<file path="config.mk">
export PLATFORM = sky130hd
export DESIGN_NAME = attopu_sequencer
export DESIGN_NICKNAME = d
export VERILOG_FILES = /design/src/rtl/attopu_sequencer.sv
export SDC_FILE = /design/constraint.sdc
export NUM_CORES = 1
export LEC_CHECK = 0
export CAP_MARGIN = 10
export CORE_MARGIN = 2
export CORE_UTILIZATION = 45
export CTS_BUF_LIST = sky130_fd_sc_hd__clkbuf_16
export CTS_CLUSTER_DIAMETER = 50
export CTS_CLUSTER_SIZE = 28
export DETAILED_ROUTE_END_ITERATION = 7
export GPL_TIMING_DRIVEN = 0
export PLACE_DENSITY = 0.79
export SLEW_MARGIN = 20
export SYNTH_ARGS = -nofsm -noshare
export SYNTH_HDL_FRONTEND = slang
export SYNTH_SLANG_ARGS = --single-unit
export TNS_END_PERCENT = 1
</file>
<file path="constraint.sdc">
create_clock -name clk -period 3.3 [get_ports clk]
set_clock_uncertainty 0.1 [all_clocks]
set_input_delay 0.33 -clock clk [delete_from_list [all_inputs] [get_ports clk]]
set_output_delay 0.33 -clock clk [all_outputs]
set_load 0.01 [all_outputs]
</file>
<file path="src/rtl/attopu_sequencer.sv">
// Multi-cycle control sequencer for the attopu core: instruction fetch, decode settle,
// data-memory access and write-back, with PC/flag ownership and ack watchdogs.
module attopu_sequencer #(
    parameter int unsigned     PC_W     = 16,
    parameter logic [PC_W-1:0] RESET_PC = '0,
    parameter int unsigned     TIMEOUT  = 255
) (
    input  logic            clk,
    input  logic            rst_n,
    input  logic            start,
    output logic            imem_req,
    output logic [PC_W-1:0] imem_addr,
    input  logic [15:0]     imem_rdata,
    input  logic            imem_ack,
    output logic [15:0]     instr,
    input  logic            dec_halt,
    input  logic [1:0]      dec_nextPCSel,
    input  logic [15:0]     dec_addr,
    input  logic            dec_regFileWE,
    input  logic            dec_memWE,
    input  logic            dec_dAddrSel,
    input  logic            alu_cout,
    input  logic            alu_zero,
    output logic            cFlag,
    output logic            zFlag,
    output logic            regFileWE,
    output logic            dmem_req,
    output logic            dmem_we,
    input  logic            dmem_ack,
    output logic [PC_W-1:0] pc,
    output logic            halted,
    output logic            fault
);

    typedef enum logic [2:0] {
        StIdle,
        StFetch,
        StDecode,
        StMem,
        StWb,
        StHalt,
        StFault
    } state_e;

    state_e          state_q, state_d;
    logic [PC_W-1:0] pc_q, pc_d;
    logic [15:0]     instr_q, instr_d;
    logic            c_q, c_d;
    logic            z_q, z_d;
    logic [7:0]      wdog_q, wdog_d;

    logic            timeout;
    logic [PC_W-1:0] br_off;
    logic [PC_W-1:0] pc_inc;

    assign timeout = (wdog_q == 8'(TIMEOUT));
    assign br_off  = PC_W'($signed(dec_addr));
    assign pc_inc  = pc_q + PC_W'(1);

    // State register
    always_ff @(posedge clk or negedge rst_n) begin
        if (!rst_n) begin
            state_q <= StIdle;
        end else begin
            state_q <= state_d;
        end
    end

    // Next-state logic; an ack in the timeout cycle still completes the access
    always_comb begin
        state_d = state_q;
        unique case (state_q)
            StIdle:   if (start) state_d = StFetch;
            StFetch: begin
                if (imem_ack) begin
                    state_d = StDecode;
                end else if (timeout) begin
                    state_d = StFault;
                end
            end
            StDecode: begin
                if (dec_halt) begin
                    state_d = StHalt;
                end else if (dec_dAddrSel) begin
                    state_d = StMem;
                end else begin
                    state_d = StWb;
                end
            end
            StMem: begin
                if (dmem_ack) begin
                    state_d = StWb;
                end else if (timeout) begin
                    state_d = StFault;
                end
            end
            StWb:     state_d = StFetch;
            StHalt:   if (start) state_d = StFetch;
            StFault:  state_d = StFault;
            default:  state_d = StIdle;
        endcase
    end

    // Output decode from state
    always_comb begin
        imem_req  = (state_q == StFetch);
        dmem_req  = (state_q == StMem);
        dmem_we   = (state_q == StMem) && dec_memWE;
        regFileWE = (state_q == StWb) && dec_regFileWE;
        halted    = (state_q == StIdle) || (state_q == StHalt);
        fault     = (state_q == StFault);
    end

    assign imem_addr = pc_q;
    assign pc        = pc_q;
    assign instr     = instr_q;
    assign cFlag     = c_q;
    assign zFlag     = z_q;

    // Datapath next-state: PC, instruction register, flags, watchdog
    always_comb begin
        pc_d    = pc_q;
        instr_d = instr_q;
        c_d     = c_q;
        z_d     = z_q;

        if ((state_q == StFetch) && imem_ack) begin
            instr_d = imem_rdata;
        end
        if ((state_q == StDecode) && dec_halt) begin
            pc_d = pc_inc;
        end
        if (state_q == StWb) begin
            pc_d = (dec_nextPCSel == 2'b01) ? (pc_q + br_off) : pc_inc;
            if (instr_q[15:13] == 3'b000) begin
                c_d = alu_cout;
                z_d = alu_zero;
            end
        end

        // Cleared on every state change so each wait phase starts from zero
        if (state_d != state_q) begin
            wdog_d = '0;
        end else if ((state_q == StFetch) || (state_q == StMem)) begin
            wdog_d = wdog_q + 8'd1;
        end else begin
            wdog_d = '0;
        end
    end

    always_ff @(posedge clk or negedge rst_n) begin
        if (!rst_n) begin
            pc_q    <= RESET_PC;
            instr_q <= '0;
            c_q     <= 1'b0;
            z_q     <= 1'b0;
            wdog_q  <= '0;
        end else begin
            pc_q    <= pc_d;
            instr_q <= instr_d;
            c_q     <= c_d;
            z_q     <= z_d;
            wdog_q  <= wdog_d;
        end
    end

endmodule

</file>
==> impl_metrics.ini, run 1 <==
[detailed_routing]
routed_wl_um = 8050
drt-pass1-iter-count = 4
ant_nets = 0
avgRoutedWirePerCell_um = 15.3
vias_per_cell = 5.67
via_count = 2985
route.detailed.drc = 0
drtIter0Drc = 154

[synth]
synth.cell_area_um2 = 3070
synth-main-ff-cell = dfrtp_1
synthMostInstantiatedCell = dfrtp_1
synth_top_area_share_pct = 36.6
synth_common_cells = 45 x dfrtp_1, 29 x nor2_1, 28 x a21oi_1, 21 x nand2_1, 18 x mux2_1
yosysWarnings = 0
avgSynthCellArea_um2 = 9.15
async_reset_ff_share_pct = 100
yosys-top-cells-area = dfrtp_1 37%, ha_1 6.9%, mux2_1 6.6%
yosys.area.top_type = dfrtp_1
synthCells = 336
synth_seq_area_share_pct = 36.6
synth_edf_count = 0
syn_nets = 399
synth_seq_cells = 45
yosysUniqueCellTypes = 54

[critical_path]
max_stage_delay_ns = 0.48
r2r-end = imem_addr[14]
path_cells = ha_1 -> inv_1 -> fa_1 -> and2b_1 -> o211ai_1 -> a311o_1 -> a32oi_4 -> nand3_1 -> o311a_1
critPathMaxFanout = 8
critical_path_class = flip-flop to flip-flop
endpoint_kind = flip-flop
crit_path_start_kind = flip-flop
r2r_cells = 9
r2r-start = imem_addr[0]
crit_family = compound AO/OA/AOI/OAI gates
critPathBufInv = 1
cp.required_ns = 3.36
worstPathArrival_ns = 3.01
critPathSlowestCell = dfrtp_1
r2r_slack_ns = 0.36

[sta]
whs_ns = 0.383
period_needed_ns = 2.94
slew_headroom_pct = 54.4
finalHoldViolations = 0
worst_pin_slew_ns = 0.678
maxSlewViolCount = 0
finalSetupTns_ns = 0
setup-violations-final = 0
rsz0062_at_grt = no
fin_crit_sh_pct = 89.2
fmax_mhz = 340

[global_routing]
grt_use_total_pct = 21.7
antenna_found_initial = 0
grt_first_pass_wirelength_um = 13100
grt_pass1_vias = 2837
grt_max_degree = 27
grt.overflow.total = 0

[clock_tree]
cts_max_level = 2
post-cts-setup-buffer-count = 0
clkLatencyLatePin_ns = 0.28
clk_pin_slew_worst_paths_ns = 0.06
cts_root_buffer = clkbuf_16
clockBufferDepth = 2
clock_sinks = 45
cts_tree = built
cts_buffers = 5

[place]
gp_congestion = 0.877
io_buffers = 100
dp_cells = 517
hpwl_um = 6160

[final_layout]
diodes = 0
drive_gt1_share_pct = 8.30
syn2layout_area_growth_pct = 41.1
layout.nets = 508
final_cells = 526

[floorplanning]
core_area_um2 = 6720
start_util_pct = 45.8
dieArea_um2 = 7510
die_y_um = 86.7
chipWidth_um = 86.7
num_rows = 30
ios = 101

[worst_hold_path]
min_to = instr[0]
min_path_type = flip-flop to flip-flop
whs_path_depth = 1
hold_start = instr[0]

[power_and_ir_drop]
p_per_area_nw_per_um2 = 820
peakVddDrop_mv = 0.435
leakagePower_uw = 0.00180
power_uw = 3560

[status]
status = completed

[run]
cap_violations = 0
## how the worst max path moves through the flow
stage / slack, ns / depth (start not counted) / from / endpoint
3_5_place_dp: 0.12 / 10 / dec_addr[0] / imem_addr[14]
2_1_floorplan: 0.64 / 9 / imem_addr[0] / imem_addr[14]
5_1_grt: 0.19 / 9 / imem_addr[0] / imem_addr[14]
6_report: 0.36 / 9 / imem_addr[0] / imem_addr[14]
4_1_cts: 0.36 / 9 / imem_addr[0] / imem_addr[14]
3_3_place_gp: 0.18 / 10 / dec_addr[0] / imem_addr[14]
## layout by cell type, fill, tap and decap left out, types with 5 or more instances in the layout
| cell | count |
|---|---|
| clkbuf_16 | 5 |
| o21ai_0 | 13 |
| nor2_1 | 29 |
| buf_2 | 8 |
| and3_1 | 6 |
| mux2_1 | 18 |
| buf_4 | 16 |
| nand2_1 | 21 |
| dfrtp_1 | 45 |
| a21o_1 | 5 |
| nor3_1 | 8 |
| o21ai_1 | 10 |
| nand3_1 | 16 |
| xor2_1 | 9 |
| clkdlybuf4s50_1 | 99 |
| nand4_1 | 5 |
| o211ai_1 | 7 |
| xnor2_1 | 9 |
| inv_1 | 12 |
| ha_1 | 17 |
| a21oi_1 | 28 |
## cell type report
cell class	count	area (um^2)
buffer	25	163
clock buffer	5	125
clock inverter	3	12.5
fill	546	2380
inverter	12	45.0
multi-input combinational	254	1740
sequential	45	1130
tap	80	100
timing repair buffer	102	1030
## cell families (layout without fill, tap and decap cells)
logic type / count (synthesis) / in the layout / synth area share (%)
adder cells (fa/ha/maj): 18 / 18 / 7.57
flip-flops: 45 / 45 / 36.6
AO/OA/AOI/OAI: 92 / 92 / 19.6
AND/OR/NAND/NOR: 108 / 108 / 17.7
XOR/XNOR: 18 / 18 / 5.13
buffers and inverters: 37 / 147 / 6.76
multiplexers: 18 / 18 / 6.59
## repair_timing
item,4_1_cts,5_1_grt
hold buffers,1,0
endpoints found under the hold margin,19,0
resized for setup,0,0
## worst register-to-register path, delay by kind of cell, from the launching register on
kind,cells,cell delay (ns)
AOI/OAI and AO/OA,4,1.14
adders and majority gates,2,0.65
and+or+nand+nor,2,0.40
DFF,1,0.48
buffers and inverters,1,0.07
## power by group
group          switching (uW)  total [uW]  internal, uW
Combinational             966        2070          1110
Sequential                241        1010           767
Clock                     202         476           274
## routing by layer
| layer | vias to the layer above | part of all wire (%) | global-route usage (%) |
|---|---|---|---|
| met5 | - | 0 | 0 |
| met4 | 0 | 1.9 | 6.25 |
| met3 | 16 | 6.8 | 4.19 |
| met2 | 137 | 48 | 37.8 |
| met1 | 1395 | 43 | 27.4 |
| li1 | 1437 | - | - |
## registers in the layout, summed over array words and instances, names as in the netlist
name and flops:
cFlag 1, imem_addr 16, instr 16, state_q 3
wdog_q 8, zFlag 1
## per-stage QoR
step / setup WS, ns / utilization (%) / instance area, um^2
after floorplan: 0.644 / - / 3070
after global placement: 0.177 / 62.1 / 4180
after detailed placement: 0.116 / 62.4 / 4190
after CTS: 0.357 / 64.6 / 4340
after global routing: 0.185 / 64.6 / 4340
final: 0.357 / 64.6 / 4340
No activity file was read; power rests on OpenSTA's default activity.
==> inputs of run 2 (changes only) <==
Settings changed: RECOVER_POWER set to 50, REMOVE_ABC_BUFFERS set to 1.
==> run 2 against run 1 <==
Maximum frequency up 0.82%; largest power group unchanged; clock power up 5.7%; die area stayed put; non-clock buffer count decreased by 25.
==> impl_metrics.ini, run 2 (same netlist as run 1, synthesis figures left out) <==
[status]
status = completed

[sta]
setup-violations-final = 0
maxSlewViolCount = 0
period_needed_ns = 2.92
slew_headroom_pct = 17.2
worst_pin_slew_ns = 1.24
fin_crit_sh_pct = 88.4
finalHoldViolations = 0
rsz0062_at_grt = no
finalSetupTns_ns = 0
fmax_mhz = 343

[critical_path]
r2r_cells = 9
endpoint_kind = flip-flop
crit_path_start_kind = flip-flop
critPathSlowestCell = dfrtp_1
path_cells = ha_1 -> inv_1 -> fa_1 -> and2b_1 -> o211ai_1 -> a311o_1 -> a32oi_4 -> nand3_1 -> o311a_1
crit_family = compound AO/OA/AOI/OAI gates
critPathMaxFanout = 8
cp.required_ns = 3.36
critPathBufInv = 1
worstPathArrival_ns = 2.98
critical_path_class = flip-flop to flip-flop
r2r-start = imem_addr[0]
worstSetupStartpoint = imem_addr[0]
crit_cells = 9
critical_path.endpoint = imem_addr[14]
r2r-end = imem_addr[14]
r2r_slack_ns = 0.38
max_stage_delay_ns = 0.48

[final_layout]
fin_util_pct = 62.1
final.fill_count = 568
final_cells = 501
multi_input_area_um2 = 1740
layout.nets = 483
seq_area_um2 = 1130
most-common-layout-cells = 74 x clkdlybuf4s50_1, 45 x dfrtp_1, 29 x nor2_1
syn2layout_area_growth_pct = 35.8
drive_gt1_share_pct = 3.09
final_common_cell = clkdlybuf4s50_1
diodes = 0

[global_routing]
busiest_layer = met2
grt_util_met2_pct = 34.2
grt_util_met1_pct = 25.9
antenna_found_initial = 0
grt.overflow.total = 0
grt_max_degree = 29
grt.met3_usage_pct = 4.19
grt_use_total_pct = 20.2
grt_pass1_vias = 2705
grt_first_pass_wirelength_um = 12200

[clock_tree]
cts_root_buffer = clkbuf_16
cts_buffers = 5
clk_pin_slew_worst_paths_ns = 0.07
cts_max_level = 2
clkLatencyLatePin_ns = 0.28
post-cts-setup-buffer-count = 0
cts_tree = built
cts_resized = 0
clock_sinks = 45
clockBufferDepth = 2

[power_and_ir_drop]
p_per_area_nw_per_um2 = 809
leakagePower_uw = 0.00170
peakVddDrop_mv = 0.416

[detailed_routing]
drtIter0Drc = 119
vias_per_cell = 5.67
drt-pass1-iter-count = 4
ant_nets = 0
avgRoutedWirePerCell_um = 15.2
via_count = 2842
route.detailed.drc = 0
routed_wl_um = 7610

[worst_hold_path]
hold_start = instr[9]
min_path_type = flip-flop to flip-flop

[place]
dp_cells = 492
hpwl_um = 5790
gp_congestion = 0.844
io_buffers = 100

[floorplanning]
chipWidth_um = 86.7
die_y_um = 86.7
dieArea_um2 = 7510
core_area_um2 = 6720
ios = 101
start_util_pct = 45.8
num_rows = 30

[run]
cap_violations = 0
==> run 2: area by class of cell <==
class                      instances  share of cell area (%)
sequential                        45                    27.0
inverter                          12                    1.08
tap                               80                    2.40
timing repair buffer             102                    24.4
multi-input combinational        254                    41.6
clock inverter                     3                   0.600
clock buffer                       5                    3.00
==> run 2: per-layer routing <==
metal  share of wire [%]  routed length, um
met5                   0                  0
met4                 1.6                125
met3                 6.6                500
met2                  46               3470
met1                  46               3520
==> run 2: through the flow <==
step / hold WS, ns / instance area (um^2) / setup WS, ns / power (uW)
2_1_floorplan: -0.0656 / 2910 / 0.586 / 2040
5_1_grt: 0.409 / 4170 / 0.191 / 3630
4_1_cts: 0.389 / 4190 / 0.399 / 3460
3_3_place_gp: 0.363 / 4010 / 0.165 / 2880
6_report: 0.382 / 4170 / 0.381 / 3380
3_5_place_dp: 0.204 / 4030 / 0.138 / 2940
==> run 2: power breakdown <==
part / internal (uW) / switching (uW)
combinational: 950 / 908
clock: 286 / 218
sequential: 766 / 251
==> run 2: how the worst min path moves through the flow <==
| stage | endpoint | slack [ns] | cells past startpoint |
|---|---|---|---|
| 2_1_floorplan | cFlag | -0.07 | 0 |
| 3_3_place_gp | wdog_q[0] | 0.36 | 1 |
| 3_5_place_dp | instr[9] | 0.20 | 1 |
| 4_1_cts | wdog_q[0] | 0.39 | 1 |
| 5_1_grt | instr[11] | 0.41 | 1 |
| 6_report | instr[9] | 0.38 | 1 |
==> run 2: repair_timing <==
action                     in CTS  in global routing
setup endpoints to repair       0                  0
hold endpoints to repair       17                  0
hold buffers                    1                  0
==> inputs of run 3 (changes only) <==
Settings changed: SETUP_SLACK_MARGIN set to 0.5.
==> run 3 against run 2 <==
Via count is 0.95% higher; hold slack worse by 0.030 ns; core utilization grew 1.4 points; non-clock buffer count grew 8; cell area increased by 2.2%; worst setup slack improved by 0.12 ns; clock power hardly changed; critical path depth decreased by 3; final cell count increased by 1.6%; largest cell class unchanged.
==> impl_metrics.ini, run 3 (same netlist as run 1, synthesis figures left out) <==
[clock_tree]
clock_sinks = 45
cts_buffers = 5
cts_root_buffer = clkbuf_16
clk_pin_slew_worst_paths_ns = 0.07
cts_max_level = 2
clkLatencyLatePin_ns = 0.28
clockBufferDepth = 2
cts_tree = built

[detailed_routing]
routed_wl_um = 7680
drtIter0Drc = 127
drt-pass1-iter-count = 4
via_count = 2869
route.detailed.drc = 0
avgRoutedWirePerCell_um = 15.1
vias_per_cell = 5.64
ant_nets = 0

[place]
gp_congestion = 0.844
dp_cells = 492
hpwl_um = 5790
dpl_cell_area_um2 = 4030
io_buffers = 100
dpl_worst_slack_ns = 0.138

[critical_path]
critical_path_class = flip-flop to flip-flop
critPathSlowestCell = nand3b_1
max_stage_delay_ns = 0.78
cp.required_ns = 3.36
path_cells = nor3b_1 -> nand3b_1 -> nand4_1 -> nor3_1 -> a31oi_1 -> nand4b_1
endpoint_kind = flip-flop
critPathMaxFanout = 23
crit_path_start_kind = flip-flop
worstPathArrival_ns = 2.86

[power_and_ir_drop]
clkPwrFrac_pct = 14.5
peakVddDrop_mv = 0.411
p_per_area_nw_per_um2 = 813
p_seq_share_pct = 29.2
power_frac_comb_pct = 56.3
swShare_pct = 40.5
internal-power_uw = 2060
p_sw_uw = 1400
leakagePower_uw = 0.00174

[sta]
setup_slack_ns = 0.501
fin_crit_sh_pct = 84.8
maxSlewViolCount = 0
finalHoldViolations = 0
period_needed_ns = 2.80
fmax_mhz = 357
rsz0062_at_grt = no
finalSetupTns_ns = 0
slew_headroom_pct = 26.7
worst_pin_slew_ns = 1.10
setup-violations-final = 0

[final_layout]
most-common-layout-cells = 73 x clkdlybuf4s50_1, 44 x dfrtp_1, 29 x nor2_1
final_cells = 509
diodes = 0
syn2layout_area_growth_pct = 38.8
layout.nets = 491
fin_area_um2 = 4270
final.fill_count = 555
final_common_cell = clkdlybuf4s50_1
drive_gt1_share_pct = 6.53

[status]
status = completed

[floorplanning]
die_y_um = 86.7
num_rows = 30
chipWidth_um = 86.7
ios = 101
core_area_um2 = 6720
start_util_pct = 45.8
dieArea_um2 = 7510

[run]
cap_violations = 0

[global_routing]
grt_pass1_vias = 2707
grt.overflow.total = 0
grt_max_degree = 29
antenna_found_initial = 0
grt_first_pass_wirelength_um = 12200
grt_use_total_pct = 20.2

[worst_hold_path]
min_path_type = input pin to flip-flop
==> run 3: critical path, delay by kind of cell (launching register included) <==
family / cells / cell delay, ns
flops: 1 / 0.48
simple gates: 5 / 1.92
compound gates: 1 / 0.18
==> run 3: repair_timing <==
item,4_1_cts,5_1_grt
hold buffers,1,0
gates cloned,0,0
pin swaps,2,8
resized for setup,2,6
setup endpoints to repair,2,3
endpoints found under the hold margin,17,0
buffers inserted,2,6
==> run 3: layer usage <==
metal  GRT usage [%]  part of all wire (%)  up-vias
met2            34.2                    47      113
li1                -                     -     1397
met1            25.9                    45     1350
met4            6.68                   1.6        0
met5               0                     0        -
met3            4.19                   6.5        9
==> run 3: per-stage QoR <==
stage          power, uW  util [%]  hold slack [ns]
5_1_grt             3720      63.5            0.379
3_3_place_gp        2880      59.7            0.363
2_1_floorplan       2040         -          -0.0656
3_5_place_dp        2940      59.9            0.204
6_report            3470      63.5            0.351
4_1_cts             3480      62.6            0.389
==> run 3: final timing paths <==
check | startpoint | to | slack (ns) | depth (start not counted)
hold / removal | dec_addr[0] | imem_addr[0] | 0.35 | 4
setup / recovery | state_q[0] | imem_addr[15] | 0.50 | 6
hold reg to reg | instr[9] | instr[9] | 0.38 | 1
max in group asynchronous | rst_n | imem_addr[0] | 1.70 | 3
setup reg to reg | state_q[0] | imem_addr[15] | 0.50 | 6
min in group asynchronous | rst_n | instr[9] | 0.69 | 2
==> run 3: final cells by class <==
class / count / area (um^2) / area share, %
multi-input cells: 254 / 1750 / 41.1
inverters: 12 / 45.0 / 1.06
well taps: 80 / 100 / 2.35
clock buffers: 5 / 125 / 2.93
clock inverters: 3 / 25.0 / 0.587
flip-flops and latches: 45 / 1130 / 26.4
repair buffers: 110 / 1090 / 25.6
==> run 3: power groups by stage <==
stage	Combinational (uW)	Clock (uW)	Sequential, uW
5_1_grt	2120	540	1050
4_1_cts	1930	517	1030
3_3_place_gp	1860	0	1020
2_1_floorplan	930	0	1110
3_5_place_dp	1910	0	1030
6_report	1950	504	1010
